### config.mk
export PLATFORM = sky130hd
export DESIGN_NAME = pio_fetch_unit
export DESIGN_NICKNAME = d
export VERILOG_FILES = /design/src/rtl/pio_fetch_unit.sv
export SDC_FILE = /design/constraint.sdc
export NUM_CORES = 1
export LEC_CHECK = 0
export CAP_MARGIN = 15
export CELL_PAD_IN_SITES_DETAIL_PLACEMENT = 0
export CELL_PAD_IN_SITES_GLOBAL_PLACEMENT = 2
export CORE_ASPECT_RATIO = 0.5
export CORE_UTILIZATION = 27
export DETAILED_ROUTE_END_ITERATION = 6
export GPL_TIMING_DRIVEN = 0
export PLACE_DENSITY_LB_ADDON = 0.1
export SYNTH_ARGS = -nofsm -noshare
export SYNTH_HDL_FRONTEND = slang
export SYNTH_SLANG_ARGS = --single-unit
export TNS_END_PERCENT = 50
### constraint.sdc
create_clock -name clk -period 2.6 [get_ports clk]
set_input_delay 0.39 -clock clk [delete_from_list [all_inputs] [get_ports clk]]
set_output_delay 0.39 -clock clk [all_outputs]
set_load 0.005 [all_outputs]
### src/rtl/pio_fetch_unit.sv
// pio_fetch_unit: instruction fetch and sequencing for one PIO state machine.
// Holds the current instruction for execute, drives the instruction memory
// read address and advances the program counter.
// The program counter handles wrap, jumps, stalls and per-instruction delay cycles.
module pio_fetch_unit #(
  parameter int ADDR_W       = 5,
  parameter int INSTR_W      = 16,
  parameter int SIDESET_BITS = 0
) (
  input  logic               clk,
  input  logic               rst_n,
  input  logic               enable,
  input  logic               restart,
  input  logic [ADDR_W-1:0]  wrap_top,
  input  logic [ADDR_W-1:0]  wrap_bottom,
  input  logic               stall,
  input  logic               jmp_valid,
  input  logic [ADDR_W-1:0]  jmp_target,
  output logic [ADDR_W-1:0]  imem_addr,
  input  logic [INSTR_W-1:0] imem_data,
  output logic [INSTR_W-1:0] instr,
  output logic               instr_valid,
  output logic [ADDR_W-1:0]  pc,
  output logic               delaying
);

  typedef enum logic [1:0] {
    ST_IDLE,
    ST_RUN,
    ST_DELAY
  } state_e;

  // Side-set bits occupy the top of instr[12:8]; the delay count is whatever is left below them.
  localparam logic [4:0] DELAY_MASK = 5'h1f >> SIDESET_BITS;

  state_e              state_q, state_d;
  logic [ADDR_W-1:0]   pc_q, pc_d;
  logic [INSTR_W-1:0]  instr_q, instr_d;
  logic                instr_valid_q, instr_valid_d;
  logic [4:0]          cnt_q, cnt_d;

  logic                accept;
  logic [4:0]          delay_field;
  logic [ADDR_W-1:0]   seq_addr;
  logic [ADDR_W-1:0]   next_addr;

  // Retire decision, delay extraction and the address that follows the held instruction.
  always_comb begin
    accept      = (state_q == ST_RUN) && instr_valid_q && enable && !stall && !restart;
    delay_field = instr_q[12:8] & DELAY_MASK;
    seq_addr    = (pc_q == wrap_top) ? wrap_bottom : pc_q + ADDR_W'(1);
    next_addr   = jmp_valid ? jmp_target : seq_addr;
  end

  // Next-state logic: restart beats a disabled machine, which beats normal sequencing.
  always_comb begin
    state_d       = state_q;
    pc_d          = pc_q;
    instr_d       = instr_q;
    instr_valid_d = instr_valid_q;
    cnt_d         = cnt_q;
    if (restart) begin
      state_d       = ST_IDLE;
      pc_d          = '0;
      instr_valid_d = 1'b0;
      cnt_d         = '0;
    end else if (!enable) begin
      state_d       = ST_IDLE;
      instr_valid_d = 1'b0;
    end else begin
      case (state_q)
        ST_IDLE: begin
          instr_d       = imem_data;
          instr_valid_d = 1'b1;
          state_d       = ST_RUN;
        end
        ST_RUN: begin
          if (accept) begin
            pc_d = next_addr;
            if (delay_field == 5'd0) begin
              instr_d       = imem_data;
              instr_valid_d = 1'b1;
            end else begin
              instr_valid_d = 1'b0;
              cnt_d         = delay_field;
              state_d       = ST_DELAY;
            end
          end
        end
        ST_DELAY: begin
          if (cnt_q > 5'd1) begin
            cnt_d = cnt_q - 5'd1;
          end else begin
            instr_d       = imem_data;
            instr_valid_d = 1'b1;
            cnt_d         = '0;
            state_d       = ST_RUN;
          end
        end
        default: begin
          state_d = ST_IDLE;
        end
      endcase
    end
  end

  // State and datapath registers, cleared asynchronously.
  always_ff @(posedge clk or negedge rst_n) begin
    if (!rst_n) begin
      state_q       <= ST_IDLE;
      pc_q          <= '0;
      instr_q       <= '0;
      instr_valid_q <= 1'b0;
      cnt_q         <= '0;
    end else begin
      state_q       <= state_d;
      pc_q          <= pc_d;
      instr_q       <= instr_d;
      instr_valid_q <= instr_valid_d;
      cnt_q         <= cnt_d;
    end
  end

  assign imem_addr   = accept ? next_addr : pc_q;
  assign instr       = instr_q;
  assign instr_valid = instr_valid_q;
  assign pc          = pc_q;
  assign delaying    = (state_q == ST_DELAY);

endmodule

==> results of run 1 <==
==> synthesized netlist by cell type, drive strengths merged (2+ instances only) <==
cell	number	area share [%]
dfrtp	29	39
nand2	19	3.8
mux2	17	12
nor2b	10	3.3
nand3	8	2.1
clkbuf	7	1.4
ha	7	4.7
xnor2	7	3.3
inv	6	1.2
nand4	6	2.0
o211ai	6	2.4
a41oi	4	1.9
mux2i	4	2.1
nand2b	4	1.3
o21ai	4	1.7
a21oi	3	0.80
and2	3	1.0
nor2	3	0.60
nor3	3	0.80
a211oi	2	0.80
a21o	2	0.80
a32oi	2	0.93
and4	2	0.93
buf	2	0.80
nand4b	2	1.7
o2111ai	2	0.93
o311a	2	1.1
o32ai	2	0.93
xor2	2	0.93
==> path summary, 6_finish.rpt <==
path,to,slack [ps],depth (start not counted)
worst max-delay path,imem_addr[0],90,6
worst min-delay path,pc[4],160,1
worst max register to register,cnt_q[0],330,6
worst min register to register,instr[6],510,1
max in group asynchronous,instr[12],1970,1
min in group clk,instr[6],510,1
==> metrics by stage <==
step	TNS [ps]	std cells	cell area, um^2
floorplan	0	181	1879
global placement	-1879	337	2635
detailed placement	-1782	337	2630
CTS	0	344	2880
global route	0	347	2940
finish	0	347	2940
==> cell usage in the layout, fill, tap and decap left out, drive strengths merged, types with 4 or more instances in the layout <==
| cell | count |
|---|---|
| xnor2 | 7 |
| dlymetal6s2s | 5 |
| mux2 | 17 |
| dfrtp | 29 |
| nand3 | 8 |
| inv | 6 |
| a41oi | 4 |
| o21ai | 4 |
| clkbuf | 9 |
| nand4 | 6 |
| buf | 9 |
| nand2b | 4 |
| nand2 | 19 |
| nor2b | 10 |
| mux2i | 4 |
| o211ai | 6 |
| clkdlybuf4s50 | 56 |
| ha | 7 |
==> routing by layer <==
layer	vias up	wire length [um]	track usage (%)
li1	810	-	-
met1	785	2552	19.61
met2	58	2300	25.45
met3	4	406	5.451
met4	0	34	3.750
met5	-	0	0
==> area by class of cell <==
class                   instances  area, um^2  area share (%)
flip-flops and latches         29       725.7           24.68
repair buffers                 70       690.7           23.49
multi-input cells             137        1169           39.74
clock inverters                 2       37.54           1.277
clock buffers                   6       138.9           4.723
plain buffers                   5       41.29           1.404
inverters                       6       22.52          0.7660
well taps                      92       115.1           3.915
==> report_power, final <==
part / switching (mW) / internal [mW]
Clock: 0.214 / 0.478
Sequential: 0.0526 / 0.513
Combinational: 0.122 / 0.257
Total: 0.388 / 1.25
==> what timing repair did <==
item / CTS / global route
endpoints found under the setup margin: 5 / 5
resized for setup: 21 / 12
setup buffers: 3 / 3
pin swaps: 2 / 10
==> cell families (layout without fill, tap and decap cells) <==
kind of cell	Yosys count	in the layout	synth area share (%)
and+or+nand+nor	65	65	19.97
AOI/OAI and AO/OA	35	35	14.85
DFF	29	29	38.62
muxes	21	21	14.31
buffers and inverters	15	89	3.395
xor gates and xnor gates	9	9	4.195
adders and majority gates	7	7	4.660
==> state kept, by name, summed over array words and instances, names as in the netlist <==
name / flops
pc: 5
cnt_q: 5
state_q: 2
instr_valid: 1
instr: 16
==> results.py, run 1 <==
metrics = {
    "routing": {
        "drt_iter0_markers": 98,
        "wirelength_um": 5293,
        "ant_nets": 0,
        "drc": 0,
        "drt_pass1_iterations": 5,
        "viasPerCell": 4.775,
        "num_vias": 1657,
        "post_drt_wl_per_cell_um": 15.25,
    },
    "power_and_ir_drop": {
        "p_per_area_nw_per_um2": 556.3,
        "power.leakage_nw": 1.341,
        "ir_worst_vdd_uv": 284.1,
        "finalPower_mw": 1.636,
    },
    "synthesis": {
        "async_flop_share_pct": 100.0,
        "ys.flop_type": "dfrtp_1",
        "synth_edf_count": 0,
        "ys_seq_area_share_pct": 38.62,
        "synth_cell_types": 44,
        "synth-seq-cells": 29,
        "yosysWarnings": 0,
        "netlist_area_um2": 1879,
        "synth.net_count": 225,
        "syn_inst": 181,
        "syn-mean-instance-area_um2": 10.38,
    },
    "cts": {
        "htreeDepth": 2,
        "clock_latency_ps": 270,
        "holdBufCountCts": 0,
        "clockBufferDepth": 2,
        "clkSlewWorstSetupHoldPaths_ps": 50,
        "cts_inserted_buffers": 5,
        "cts.sinks": 29,
        "cts-root-buf": "clkbuf_16",
        "cts_tree": "done",
    },
    "layout": {
        "nets": 298,
        "fin_util_pct": 43.88,
        "synthToLayoutAreaGrowth_pct": 56.46,
        "fill_cells": 683,
        "drive_gt1_share_pct": 21.57,
        "diodes": 0,
    },
    "worst_setup_path": {
        "critPathCaptureType": "output port",
        "timing.critical_path.buf_inv": 3,
        "cp-start-kind": "input pin",
        "crit_required_ps": 2210,
        "critPathTopFamily": "buffers and inverters",
        "timing.rr.start": "state_q[0]",
        "cp_common_cell": "clkdlybuf4s50_1",
        "cp_slowest_cell": "clkdlybuf4s50_1",
        "criticalPathCategory": "input pin to output port",
        "startpoint": "jmp_valid",
        "crit_chain": "clkdlybuf4s50_1, buf_4, o2111ai_1, a211oi_2, a21o_1, clkdlybuf4s50_1",
        "cp.arrival_ps": 2120,
        "critPathMaxFanout": 10,
        "max_stage_delay_ps": 550,
    },
    "hold_path": {
        "hp-class": "input pin to asynchronous set/reset pin",
    },
    "sta": {
        "fin_skew_ps": 2.864,
        "max_freq_ghz": 0.3990,
        "period_share_pct": 96.39,
        "hold_slack_ps": 158.9,
        "tightest_slew_ps": 710.4,
        "slew_headroom_pct": 52.64,
        "min_period_ps": 2506,
        "maxSlewViolCount": 0,
        "fin_ws_ps": 93.91,
        "rsz0062_at_grt": "no",
        "setup_viol": 0,
        "hold_viol": 0,
    },
    "global_routing": {
        "grt_antenna_before_repair": 0,
        "grt_pass1_vias": 1674,
        "gr-usage-all-layers_pct": 15.41,
        "grt_overflow": 0,
        "grt_pass1_wl_um": 8493,
        "grt_max_degree": 30,
    },
    "floorplan": {
        "fp.dieH_um": 61.00,
        "core.rowCount": 21,
        "dieArea_um2": 7318,
        "ios": 65,
        "start_util_pct": 28.05,
        "core-area_um2": 6700,
        "dieWidth_um": 120.0,
    },
    "run_status": {
        "status": "complete, no violations",
    },
    "job": {
        "drv_cap": 0,
    },
    "placement": {
        "hpwl_um": 3886,
        "io_buffers": 64,
        "gp_congestion": 0.7899,
        "post-place-ws_ps": -463.5,
    },
}
No activity file was read; power rests on OpenSTA's default activity.
==> inputs of run 2 (changes only) <==
--- a/config.mk
+++ b/config.mk
@@ -11,8 +11,9 @@
 export CORE_ASPECT_RATIO = 0.5
 export CORE_UTILIZATION = 27
 export DETAILED_ROUTE_END_ITERATION = 6
+export GPL_ROUTABILITY_DRIVEN = 0
 export GPL_TIMING_DRIVEN = 0
-export PLACE_DENSITY_LB_ADDON = 0.1
+export PLACE_DENSITY = 0.86
 export SYNTH_ARGS = -nofsm -noshare
 export SYNTH_HDL_FRONTEND = slang
 export SYNTH_SLANG_ARGS = --single-unit
==> results.py, run 2 (synthesis gave the netlist of run 1 again) <==
metrics = {
    "sta": {
        "hold_slack_ps": 157.3,
        "fin_skew_ps": 5.175,
        "setup_viol": 0,
        "slew_headroom_pct": 53.73,
        "max_freq_ghz": 0.4003,
        "hold_viol": 0,
        "tightest_slew_ps": 694.0,
        "min_period_ps": 2498,
        "final.setup.tns_ps": 0,
        "period_share_pct": 96.07,
        "maxSlewViolCount": 0,
    },
    "layout": {
        "final_cell_area_um2": 2942,
        "nets": 299,
        "drive_gt1_share_pct": 22.27,
        "final_common_cell": "clkdlybuf4s50_1",
        "diodes": 0,
        "largest_reg_flops": 16,
        "fill_cells": 659,
        "final_cell_mix": "59 x clkdlybuf4s50_1, 28 x dfrtp_1, 19 x nand2_1",
        "synthToLayoutAreaGrowth_pct": 56.52,
    },
    "cts": {
        "holdBufCountCts": 0,
        "clkSlewWorstSetupHoldPaths_ps": 50,
        "cts-root-buf": "clkbuf_16",
        "cts.sinks": 29,
        "cts_tree": "done",
        "cts_inserted_buffers": 5,
        "clock_latency_ps": 280,
        "htreeDepth": 2,
        "clockBufferDepth": 2,
    },
    "power_and_ir_drop": {
        "pwr-share-clk_pct": 42.5,
        "p_seq_share_pct": 34.4,
        "ir_worst_vdd_uv": 241.5,
        "p_sw_share_pct": 23.84,
        "power.leakage_nw": 1.307,
        "p_int_mw": 1.250,
        "power.switching_mw": 0.3911,
        "p_per_area_nw_per_um2": 557.8,
        "power_frac_comb_pct": 23.1,
    },
    "floorplan": {
        "fp.dieH_um": 61.00,
        "dieArea_um2": 7318,
        "core-area_um2": 6700,
        "dieWidth_um": 120.0,
        "core.rowCount": 21,
        "start_util_pct": 28.05,
        "ios": 65,
    },
    "global_routing": {
        "gr-usage-all-layers_pct": 14.39,
        "grt_max_degree": 30,
        "grt_pass1_wl_um": 7976,
        "grt_overflow": 0,
        "grt_antenna_before_repair": 0,
        "grt_pass1_vias": 1595,
    },
    "worst_setup_path": {
        "r2r_setup_slack_ps": 350,
        "criticalPathCategory": "flop to output port",
        "cp-start-kind": "flop",
        "reg2reg_depth": 6,
        "timing.rr.start": "state_q[0]",
        "crit_required_ps": 2210,
        "critPathMaxFanout": 5,
        "r2r_end": "instr[2]",
        "cp.arrival_ps": 2110,
        "critPathCaptureType": "output port",
    },
    "placement": {
        "io_buffers": 64,
        "hpwl_um": 3738,
        "postPlaceCellArea_um2": 2630,
    },
    "routing": {
        "num_vias": 1669,
        "drt_iter0_markers": 141,
        "drt_pass1_iterations": 4,
        "viasPerCell": 4.796,
        "ant_nets": 0,
        "post_drt_wl_per_cell_um": 15.03,
        "drc": 0,
        "wirelength_um": 5231,
    },
    "hold_path": {
        "hp-class": "input pin to asynchronous set/reset pin",
    },
    "job": {
        "drv_cap": 0,
    },
    "run_status": {
        "status": "complete, no violations",
    },
}
[run 2: cell count changes in the layout (fill, tap and decap cells not counted)]
cell | before | now
dfrtp_1 | 29 | 28
dlymetal6s2s_1 | 5 | 2
clkdlybuf4s50_1 | 56 | 59
buf_4 | 7 | 8
dfrtp_2 | 0 | 1
[run 2: stage by stage]
stage	instances	setup slack [ps]	utilization [%]	total power [mW]
finish	348	102.2	43.90	1.641
global route	348	-6.620	43.90	1.718
CTS	344	0.6257	43.12	1.654
detailed placement	337	-426.3	39.25	0.9364
global placement	337	-405.7	39.33	0.9314
floorplan	181	604.2	-	0.7141
[run 2: per-layer routing]
| metal | GRT usage (%) | vias up | wire (um) |
|---|---|---|---|
| li1 | - | 817 | - |
| met1 | 18.97 | 808 | 2579 |
| met2 | 23.56 | 39 | 2385 |
| met3 | 3.665 | 5 | 228 |
| met4 | 4.643 | 0 | 38 |
| met5 | 0 | - | 0 |
[run 2: how the worst max path moves through the flow]
| stage | from | endpoint |
|---|---|---|
| 2_1_floorplan | state_q[1] | imem_addr[0] |
| 3_3_place_gp | restart | imem_addr[0] |
| 3_5_place_dp | restart | imem_addr[0] |
| 4_1_cts | wrap_top[1] | imem_addr[1] |
| 5_1_grt | state_q[1] | imem_addr[0] |
| 6_report | state_q[1] | imem_addr[0] |
[run 2: critical path, cell delays in order, from the launching register on]
cell and delay (ps):
dfrtp_1 400, inv_2 90, ha_4 150, and3b_2 240, o2111ai_1 130, a211oi_2 200, a21o_1 120, clkdlybuf4s50_1 490
[run 2: timing repair]
item | CTS | global route
pin swaps | 3 | 7
setup buffers | 3 | 4
setup endpoints to repair | 5 | 5
resized for setup | 23 | 7
[run 2: cell type report]
class                           instances  area [um^2]  share of cell area (%)
Clock inverter                          2        37.54                   1.276
Inverter                                6        22.52                  0.7656
Tap cell                               92        115.1                   3.913
Timing Repair Buffer                   71        690.7                   23.48
Multi-Input combinational cell        137         1169                   39.73
Buffer                                  5        41.29                   1.404
Sequential cell                        29        726.9                   24.71
Clock buffer                            6        138.9                   4.721
[run 2: power by group through the flow]
stage	sequential (mW)	combinational [mW]	clock (mW)
after floorplan	0.566	0.148	0
after global placement	0.569	0.363	0
after detailed placement	0.570	0.366	0
after CTS	0.564	0.379	0.711
after global routing	0.573	0.410	0.735
final	0.564	0.379	0.698
